**src/rtl/display_pkg.sv**
```systemverilog
// Shared constants for the seven-segment display blocks: active-low glyphs,
// blank/off patterns and the update-handshake state encoding.
package display_pkg;

  localparam int unsigned SegW   = 7;
  localparam int unsigned AnodeW = 4;

  // Active-low glyphs, bit order {g,f,e,d,c,b,a}
  localparam logic [SegW-1:0] SEG_0 = 7'h40;
  localparam logic [SegW-1:0] SEG_1 = 7'h79;
  localparam logic [SegW-1:0] SEG_2 = 7'h24;
  localparam logic [SegW-1:0] SEG_3 = 7'h30;
  localparam logic [SegW-1:0] SEG_4 = 7'h19;
  localparam logic [SegW-1:0] SEG_5 = 7'h12;
  localparam logic [SegW-1:0] SEG_6 = 7'h02;
  localparam logic [SegW-1:0] SEG_7 = 7'h78;
  localparam logic [SegW-1:0] SEG_8 = 7'h00;
  localparam logic [SegW-1:0] SEG_9 = 7'h10;
  localparam logic [SegW-1:0] SEG_A = 7'h08;
  localparam logic [SegW-1:0] SEG_B = 7'h03;
  localparam logic [SegW-1:0] SEG_C = 7'h46;
  localparam logic [SegW-1:0] SEG_D = 7'h21;
  localparam logic [SegW-1:0] SEG_E = 7'h06;
  localparam logic [SegW-1:0] SEG_F = 7'h0E;

  localparam logic [SegW-1:0]   SEG_BLANK  = 7'h7F;
  localparam logic [AnodeW-1:0] ANODES_OFF = 4'b1111;

  typedef enum logic [1:0] {
    IDLE     = 2'd0,
    ACK      = 2'd1,
    WAIT_LOW = 2'd2
  } hsState_e;

endpackage

```
**src/rtl/hex_to_segments.sv**
```systemverilog
// Combinational hex digit to active-low seven-segment glyph decoder.
module hex_to_segments
  import display_pkg::*;
(
  input  logic [3:0]      nibble,
  output logic [SegW-1:0] glyph_c
);

  always_comb begin
    glyph_c = SEG_BLANK;
    case (nibble)
      4'h0: glyph_c = SEG_0;
      4'h1: glyph_c = SEG_1;
      4'h2: glyph_c = SEG_2;
      4'h3: glyph_c = SEG_3;
      4'h4: glyph_c = SEG_4;
      4'h5: glyph_c = SEG_5;
      4'h6: glyph_c = SEG_6;
      4'h7: glyph_c = SEG_7;
      4'h8: glyph_c = SEG_8;
      4'h9: glyph_c = SEG_9;
      4'hA: glyph_c = SEG_A;
      4'hB: glyph_c = SEG_B;
      4'hC: glyph_c = SEG_C;
      4'hD: glyph_c = SEG_D;
      4'hE: glyph_c = SEG_E;
      4'hF: glyph_c = SEG_F;
      default: glyph_c = SEG_BLANK;
    endcase
  end

endmodule

```
**src/rtl/seven_segment_scanner.sv**
```systemverilog
// Four-digit multiplexed hex display driver with a req/ack update port,
// per-dwell anti-ghosting guard and optional leading-zero blanking.
module seven_segment_scanner
  import display_pkg::*;
#(
  parameter int unsigned SCAN_DIVIDER_BITS   = 16,
  parameter int unsigned GUARD_CYCLES        = 4,
  parameter bit          BLANK_LEADING_ZEROS = 1'b1
) (
  input  logic              clock,
  input  logic              resetN,
  input  logic              updateReq,
  input  logic [15:0]       value,
  input  logic [3:0]        dpMask,
  output logic              updateAck,
  output logic [AnodeW-1:0] anodes,
  output logic [SegW-1:0]   segments,
  output logic              dp
);

  localparam int unsigned ValueW = 16;
  localparam int unsigned MaskW  = 4;
  localparam int unsigned DigitW = 2;

  hsState_e                     state, stateNext;
  logic                         ackNext;
  logic [ValueW-1:0]            dispValue, dispValueNext;
  logic [MaskW-1:0]             dispMask, dispMaskNext;
  logic [SCAN_DIVIDER_BITS-1:0] prescaler, prescalerNext;
  logic [DigitW-1:0]            digitIndex, digitIndexNext;
  logic [3:0]                   nibbleSel;
  logic                         leadZero;
  logic [SegW-1:0]              glyph;
  logic [AnodeW-1:0]            anodesNext;
  logic [SegW-1:0]              segmentsNext;
  logic                         dpNext;

  // Handshake: latch on accept, ack once, then wait for the request to drop
  always_comb begin
    stateNext     = state;
    ackNext       = 1'b0;
    dispValueNext = dispValue;
    dispMaskNext  = dispMask;
    case (state)
      IDLE: begin
        if (updateReq) begin
          stateNext     = ACK;
          dispValueNext = value;
          dispMaskNext  = dpMask;
        end
      end
      ACK: begin
        stateNext = WAIT_LOW;
        ackNext   = 1'b1;
      end
      WAIT_LOW: begin
        if (!updateReq) stateNext = IDLE;
      end
      default: stateNext = IDLE;
    endcase
  end

  always_ff @(posedge clock) begin
    if (!resetN) begin
      state     <= IDLE;
      updateAck <= 1'b0;
    end else begin
      state     <= stateNext;
      updateAck <= ackNext;
    end
  end

  // Free-running scan, independent of the handshake
  assign prescalerNext  = prescaler + SCAN_DIVIDER_BITS'(1);
  assign digitIndexNext = (&prescaler) ? digitIndex + DigitW'(1) : digitIndex;

  // Outputs are computed from post-edge state so drive and scan stay aligned
  always_comb begin
    nibbleSel = dispValueNext[3:0];
    leadZero  = 1'b0;
    case (digitIndexNext)
      2'd1: begin
        nibbleSel = dispValueNext[7:4];
        leadZero  = (dispValueNext[15:4] == '0);
      end
      2'd2: begin
        nibbleSel = dispValueNext[11:8];
        leadZero  = (dispValueNext[15:8] == '0);
      end
      2'd3: begin
        nibbleSel = dispValueNext[15:12];
        leadZero  = (dispValueNext[15:12] == '0);
      end
      default: begin
        nibbleSel = dispValueNext[3:0];
        leadZero  = 1'b0;
      end
    endcase
  end

  hex_to_segments uHexDecode (
    .nibble  (nibbleSel),
    .glyph_c (glyph)
  );

  always_comb begin
    anodesNext   = ANODES_OFF;
    segmentsNext = SEG_BLANK;
    dpNext       = 1'b1;
    if (prescalerNext >= SCAN_DIVIDER_BITS'(GUARD_CYCLES)) begin
      anodesNext   = ~(AnodeW'(1) << digitIndexNext);
      segmentsNext = (BLANK_LEADING_ZEROS && leadZero) ? SEG_BLANK : glyph;
      dpNext       = ~dispMaskNext[digitIndexNext];
    end
  end

  always_ff @(posedge clock) begin
    if (!resetN) begin
      dispValue  <= '0;
      dispMask   <= '0;
      prescaler  <= '0;
      digitIndex <= '0;
      anodes     <= ANODES_OFF;
      segments   <= SEG_BLANK;
      dp         <= 1'b1;
    end else begin
      dispValue  <= dispValueNext;
      dispMask   <= dispMaskNext;
      prescaler  <= prescalerNext;
      digitIndex <= digitIndexNext;
      anodes     <= anodesNext;
      segments   <= segmentsNext;
      dp         <= dpNext;
    end
  end

endmodule

```
**config.mk**
```make
export PLATFORM = sky130hd
export DESIGN_NAME = seven_segment_scanner
export DESIGN_NICKNAME = d
export VERILOG_FILES = /design/src/rtl/display_pkg.sv /design/src/rtl/hex_to_segments.sv /design/src/rtl/seven_segment_scanner.sv
export SDC_FILE = /design/constraint.sdc
export NUM_CORES = 1
export LEC_CHECK = 0
export CELL_PAD_IN_SITES_DETAIL_PLACEMENT = 0
export CELL_PAD_IN_SITES_GLOBAL_PLACEMENT = 2
export CORE_UTILIZATION = 37
export CTS_BUF_LIST = sky130_fd_sc_hd__clkbuf_8 sky130_fd_sc_hd__clkbuf_16
export CTS_CLUSTER_DIAMETER = 80
export CTS_CLUSTER_SIZE = 8
export DETAILED_ROUTE_END_ITERATION = 12
export GPL_TIMING_DRIVEN = 0
export PLACE_DENSITY = 0.95
export SLEW_MARGIN = 20
export SYNTH_ARGS = -nofsm -noshare
export SYNTH_HDL_FRONTEND = slang
export SYNTH_SLANG_ARGS = --single-unit
export TNS_END_PERCENT = 30
```
**constraint.sdc**
```tcl
create_clock -name clock -period 7.2 [get_ports clock]
set_input_delay 0.72 -clock clock [delete_from_list [all_inputs] [get_ports clock]]
set_output_delay 0.72 -clock clock [all_outputs]
set_load 0.03 [all_outputs]
```
# After elaboration in Yosys (flattened, before gate mapping)

Memory sizes are Yosys's and may differ from the RTL's. A register that Yosys moved wholly into a read port is not among the register bits.
Index checks and enable logic that the tools add are counted.

Flip-flop bits (word level): 46
ROM bits: 112
Bits of input ports: 23
Output and inout port bits: 13
Memories: 1

Add/sub/neg operators: 2
Order comparisons: 2
Equality and inequality tests: 7
Shifts and indexed selects: 1
Multiplexer cells: 13
Bitwise gates (word level): 4
Reductions and logical operators: 8

Memory list:

| name             | words | bits a word | rd ports | clocked after memory_dff | wr ports | line                  | RTL |
|---|---|---|---|---|---|---|---|
| (name not given) | 16    | 7           | 1        | 1                        | 0        | hex_to_segments.sv:11 | `case (nibble)` |

Operators with widths:

| operator                                             | number |
|---|---|
| two-way mux 16 bit                                   | 2 |
| adder 16 x 1 -> 16 bit, second input constant        | 1 |
| >= comparator 16 x 3 -> 1 bit, second input constant | 1 |
| AND reduction 16 bit                                 | 1 |
| zero test 12 bit                                     | 1 |
| case mux 4 bit (3 select lines)                      | 1 |
| zero test 8 bit                                      | 1 |
| two-way mux 4 bit                                    | 2 |
| == test 2 bit, second input constant                 | 3 |
| two-way mux 2 bit                                    | 3 |
| case mux 2 bit (3 select lines)                      | 1 |
| == test 2 x 1 -> 1 bit, second input constant        | 2 |
| zero test 4 bit                                      | 1 |
| != test 2 bit, second input constant                 | 2 |
| inverter 4 bit                                       | 1 |
| AND reduction 2 bit                                  | 2 |
| left shift 1 x 2 -> 4 bit, first input constant      | 1 |
| < comparator 2 x 3 -> 1 bit, second input constant   | 1 |
| inverter 1 bit                                       | 3 |
| case mux 1 bit (3 select lines)                      | 1 |
| OR reduction 3 bit                                   | 1 |
| adder 2 x 1 -> 2 bit, second input constant          | 1 |
| binary-select mux 1 bit (select 2 bit)               | 1 |
| zero test 2 bit                                      | 1 |
| two-way mux 1 bit                                    | 2 |

# Logic depth before layout (Yosys ltp)

Word-level depth: 5
Mapped depth: 12
Mapped depth without buffers: 10

# Cells and area by module

Synthesis repeated with hierarchy kept, for this count alone.

Cells, all modules: 276
Area, all modules: 2605.0 µm²

By module, submodules not included:

| module                | instances | cells each | area each (µm²) | seq. area each (µm²) |
|---|---|---|---|---|
| seven_segment_scanner | 1         | 245        | 2352.3          | 1061.0 |
| hex_to_segments       | 1         | 31         | 252.7           | 0.0 |

# Worst setup path before layout

No wires, ideal clock.

Kind: input-to-reg
Start: in updateReq
End: reg segments[3]
Arrival: 2549 ps
Required time: 7118 ps
Setup slack: 4569 ps
Stages on the path: 11
Cells stage by stage: nor3b_1 > buf_4 > buf_6 > mux2i_1 > mux2i_1 > nor2_1 > nor3_2 > inv_1 > ha_1 > a21o_1 > o221ai_1

Cells in the longest elaborated chain, start to end: 5

Ends and longest elaborated chain:

| what                                     | line                        | RTL |
|---|---|---|
| start: declaration                       | seven_segment_scanner.sv:12 | `input logic updateReq,` |
| two-way mux 16 bit (*)                   | seven_segment_scanner.sv:46 | `if (updateReq) begin` |
| two-way mux 16 bit (*)                   | seven_segment_scanner.sv:44 | `case (state)` |
| zero test 12 bit (tied with other cells) | seven_segment_scanner.sv:84 | `leadZero = (dispValueNext[15:4] == '0);` |
| case mux 1 bit (3 select lines)          | seven_segment_scanner.sv:81 | `case (digitIndexNext)` |
| OR reduction 3 bit (no source line)      | n/a                         |  |
| end: declaration                         | seven_segment_scanner.sv:17 | `output logic [SegW-1:0] segments,` |

Mark *: on every way between the ends. The rest lies on a longest branch, timed or not.
A chain may end at the register's enable or synchronous reset.

# Final worst setup path

Start: in updateReq
End: reg segments[5]

Same word-level chain as after synthesis.

==> summary.txt <==
Layout cells sized above 1 = 12.32%
Layout net count = 385
Total power density per cell area = 172.5 nW/um^2
Global Route Usage Sum = 16.54%
Root Buffer Master = sky130_fd_sc_hd__clkbuf_8
Buffers added on ports = 35
Outcome = finished, final reports clean
Total DRC errors in the routed layout = 0
Sink count of the clock tree = 53
Maximum number of pins on one net before global-route repair = 17
CP max FO = 10
Crit Reg-Reg Startpoint = prescaler[0]
Vias in the first global route = 2134
Number of antenna violations at the first check in global routing = 0
CTS Hold Bufs = 0
Fraction of synthesized cell area taken by the top area cell type = 37.08%
Worst Skew = 10.70 ps
Unrepaired setup endpoints after global routing = false
Hold Path End = prescaler[0]
Overall Power = 0.5906 mW
Seq/Total Area, Yosys = 37.08%
Reg-to-reg endpoint = segments[5]
First-pass iteration count of the detailed router = 4
Commonest cells in the netlist = 53 x sky130_fd_sc_hd__dfxtp_1, 49 x sky130_fd_sc_hd__nor2_1, 30 x sky130_fd_sc_hd__mux2i_1
Number of ports placed on the die boundary = 36
Initial standard-cell utilization of the core = 38.83%
Async set-reset flop share out of synthesis = 0%
Worst setup path class = input pin to register
Placement row count = 31
Time the final worst path needs with I/O delays and setup = 3322 ps
Routed WL = 6.456 mm
Peak VDD IR = 0.00007678 V
Count of final setup violators = 0
Worst slew margin relative to its limit = 61.29%
Fillers = 731
Final TNS setup = 0 ps
CTS Buf Count = 5
Data arrival time of the critical path = 3510 ps
Cell types occupying the most area after synthesis = sky130_fd_sc_hd__dfxtp_1 37%, sky130_fd_sc_hd__mux2i_1 10%, sky130_fd_sc_hd__nor2_1 6.4%
Estimated wirelength of the detail-placed design = 4.724 mm
Remaining number of nets flagged by the antenna check after routing = 0
H-tree lvl count = 2
Library cell with the highest instance count after synthesis = sky130_fd_sc_hd__dfxtp_1
Minimum setup slack among reg-to-reg paths = 4210 ps
Crit path required time = 7390 ps
Die Width = 89.94 um
WHS Path Cells = 1
Area of the multi-input gates = 1637 sq um
Max Clock Freq = 301.1 MHz
Number of hold violations in the final report = 0
Largest area contributor in the synthesized netlist = sky130_fd_sc_hd__dfxtp_1
Number of violations reported at the end of detailed-routing iteration 0 = 86
Total overflow reported by the global router = 0
Path type of the worst min-delay path = register to register
Post-synthesis instance area = 2861 sq um
Routed len/inst = 14.16 um
Number of distinct standard cells referenced by the synthesized netlist = 58
Global-route wire length before repair = 10.69 mm
RePlAce Congestion = 0.8238
Post-synthesis sequential element count = 53
Total non-filler cell area in the finished layout = 3423 sq um
Vias = 2319
Worst Setup Start Kind = input pin
TritonCTS clock tree = built
Post-route fraction of the period consumed by the critical path = 46.13%
Worst Tran Pin Value = 577.6 ps
Net count after synthesis = 343
Area added between synthesis and finish = 19.63%
Post-Synthesis Cells = 314
Core region area = 7370 sq um
Die Outline Area = 8089 sq um
Buffers from clock root to sink, at most = 2
Count of flip-flops with a built-in enable after synthesis = 0
Worst-skew pair later-pin latency = 320 ps
Mean instance size in the synthesized netlist = 9.113 sq um
Die Ht = 89.94 um
Max-capacitance violation count = 0
Sequential cell area = 1061 sq um
Post-CTS repair timing setup buffer count = 0
Final max-slew violation count = 0
Critical Path Sink Type = register
YS warnings = 0
Placed inst area = 3336 sq um
Number of cells traversed by the worst register-to-register path = 11
Flip-flop cell with the highest count after synthesis = sky130_fd_sc_hd__dfxtp_1
Diode count = 0
HP Start = prescaler[0]
Post-cts resize count = 0
Leak Pwr = 1.303 nW
Reg clk slew, reported paths = 100 ps
Via/cell ratio = 5.086
layer usage:
layer | GRT usage [%] | part of all wire [%] | wire length (um) | vias to the layer above
li1 | - | - | - | 1191
met3 | 3.638 | 4.3 | 279 | 7
met1 | 24.21 | 52 | 3382 | 1076
met4 | 4.973 | 1.5 | 99 | 0
met2 | 24.10 | 42 | 2694 | 45
met5 | 0 | 0 | 0 | -
registers in the layout (all words and copies together), names as in the netlist:
name	count
digitIndex	2
dispValue	16
state	2
anodes	4
segments	7
prescaler	16
dp	1
dispMask	4
updateAck	1
cells in the final DEF, fill, tap and decap left out, types with 6 or more instances in the layout:
cell,instances
sky130_fd_sc_hd__dfxtp_1,53
sky130_fd_sc_hd__nor2_1,49
sky130_fd_sc_hd__clkdlybuf4s50_1,35
sky130_fd_sc_hd__mux2i_1,30
sky130_fd_sc_hd__nand2_1,15
sky130_fd_sc_hd__nand3_1,11
sky130_fd_sc_hd__xor2_1,10
sky130_fd_sc_hd__nand4_1,9
sky130_fd_sc_hd__xnor2_1,9
sky130_fd_sc_hd__buf_2,8
sky130_fd_sc_hd__o21ai_0,8
sky130_fd_sc_hd__and3_1,7
sky130_fd_sc_hd__clkbuf_1,7
sky130_fd_sc_hd__nor3_1,6
sky130_fd_sc_hd__ha_1,6
worst max-delay path by stage:
stage	from	endpoint	slack [ps]	cells after the start
2_1_floorplan	updateReq	segments[3]	4570	11
3_3_place_gp	updateReq	segments[3]	3620	12
3_5_place_dp	updateReq	segments[3]	3570	12
4_1_cts	updateReq	segments[3]	3900	12
5_1_grt	updateReq	segments[3]	3660	12
6_report	updateReq	segments[5]	3880	12
report_power, final:
| group | internal (mW) | total, mW | switching [mW] |
|---|---|---|---|
| combinational | 0.0495 | 0.110 | 0.0603 |
| clock | 0.0674 | 0.170 | 0.103 |
| sequential | 0.306 | 0.311 | 0.00487 |
worst max-delay path, cell delays in order:
cell and delay [ps]:
sky130_fd_sc_hd__clkdlybuf4s50_1 480, sky130_fd_sc_hd__nor3b_1 210, sky130_fd_sc_hd__buf_4 250, sky130_fd_sc_hd__buf_6 210, sky130_fd_sc_hd__mux2i_1 140, sky130_fd_sc_hd__mux2i_1 170, sky130_fd_sc_hd__nor2_1 70, sky130_fd_sc_hd__nor3_2 520
sky130_fd_sc_hd__inv_1 150, sky130_fd_sc_hd__ha_1 300, sky130_fd_sc_hd__mux2i_1 160, sky130_fd_sc_hd__o221ai_1 130
metrics by stage:
step	cells	util [%]	setup slack (ps)	hold slack, ps
floorplan	314	-	4569	421.5
global placement	448	45.26	3619	446.9
detailed placement	448	45.26	3571	459.8
CTS	456	46.45	3899	481.1
global route	456	46.45	3655	520.6
finish	456	46.45	3878	476.9
cell families (layout without fill, tap and decap cells):
family                   after synthesis  count (layout)  share of synthesized area (%)
adder cells (fa/ha/maj)                7               7                          3.017
buffers and inverters                 28              71                          5.728
XOR/XNOR                              20              20                          6.778
AO/OA/AOI/OAI                         39              39                          11.11
flip-flops                            53              53                          37.08
AND/OR/NAND/NOR                      136             136                          25.40
multiplexers                          31              31                          10.89
layout make-up:
type | instances | share of cell area [%]
plain buffers | 24 | 4.349
clock buffers | 5 | 2.010
clock inverters | 3 | 0.5482
inverters | 4 | 0.4386
multi-input cells | 233 | 47.81
flip-flops and latches | 53 | 30.99
well taps | 99 | 3.618
repair buffers | 35 | 10.23
(Power assumes the default switching activity.)
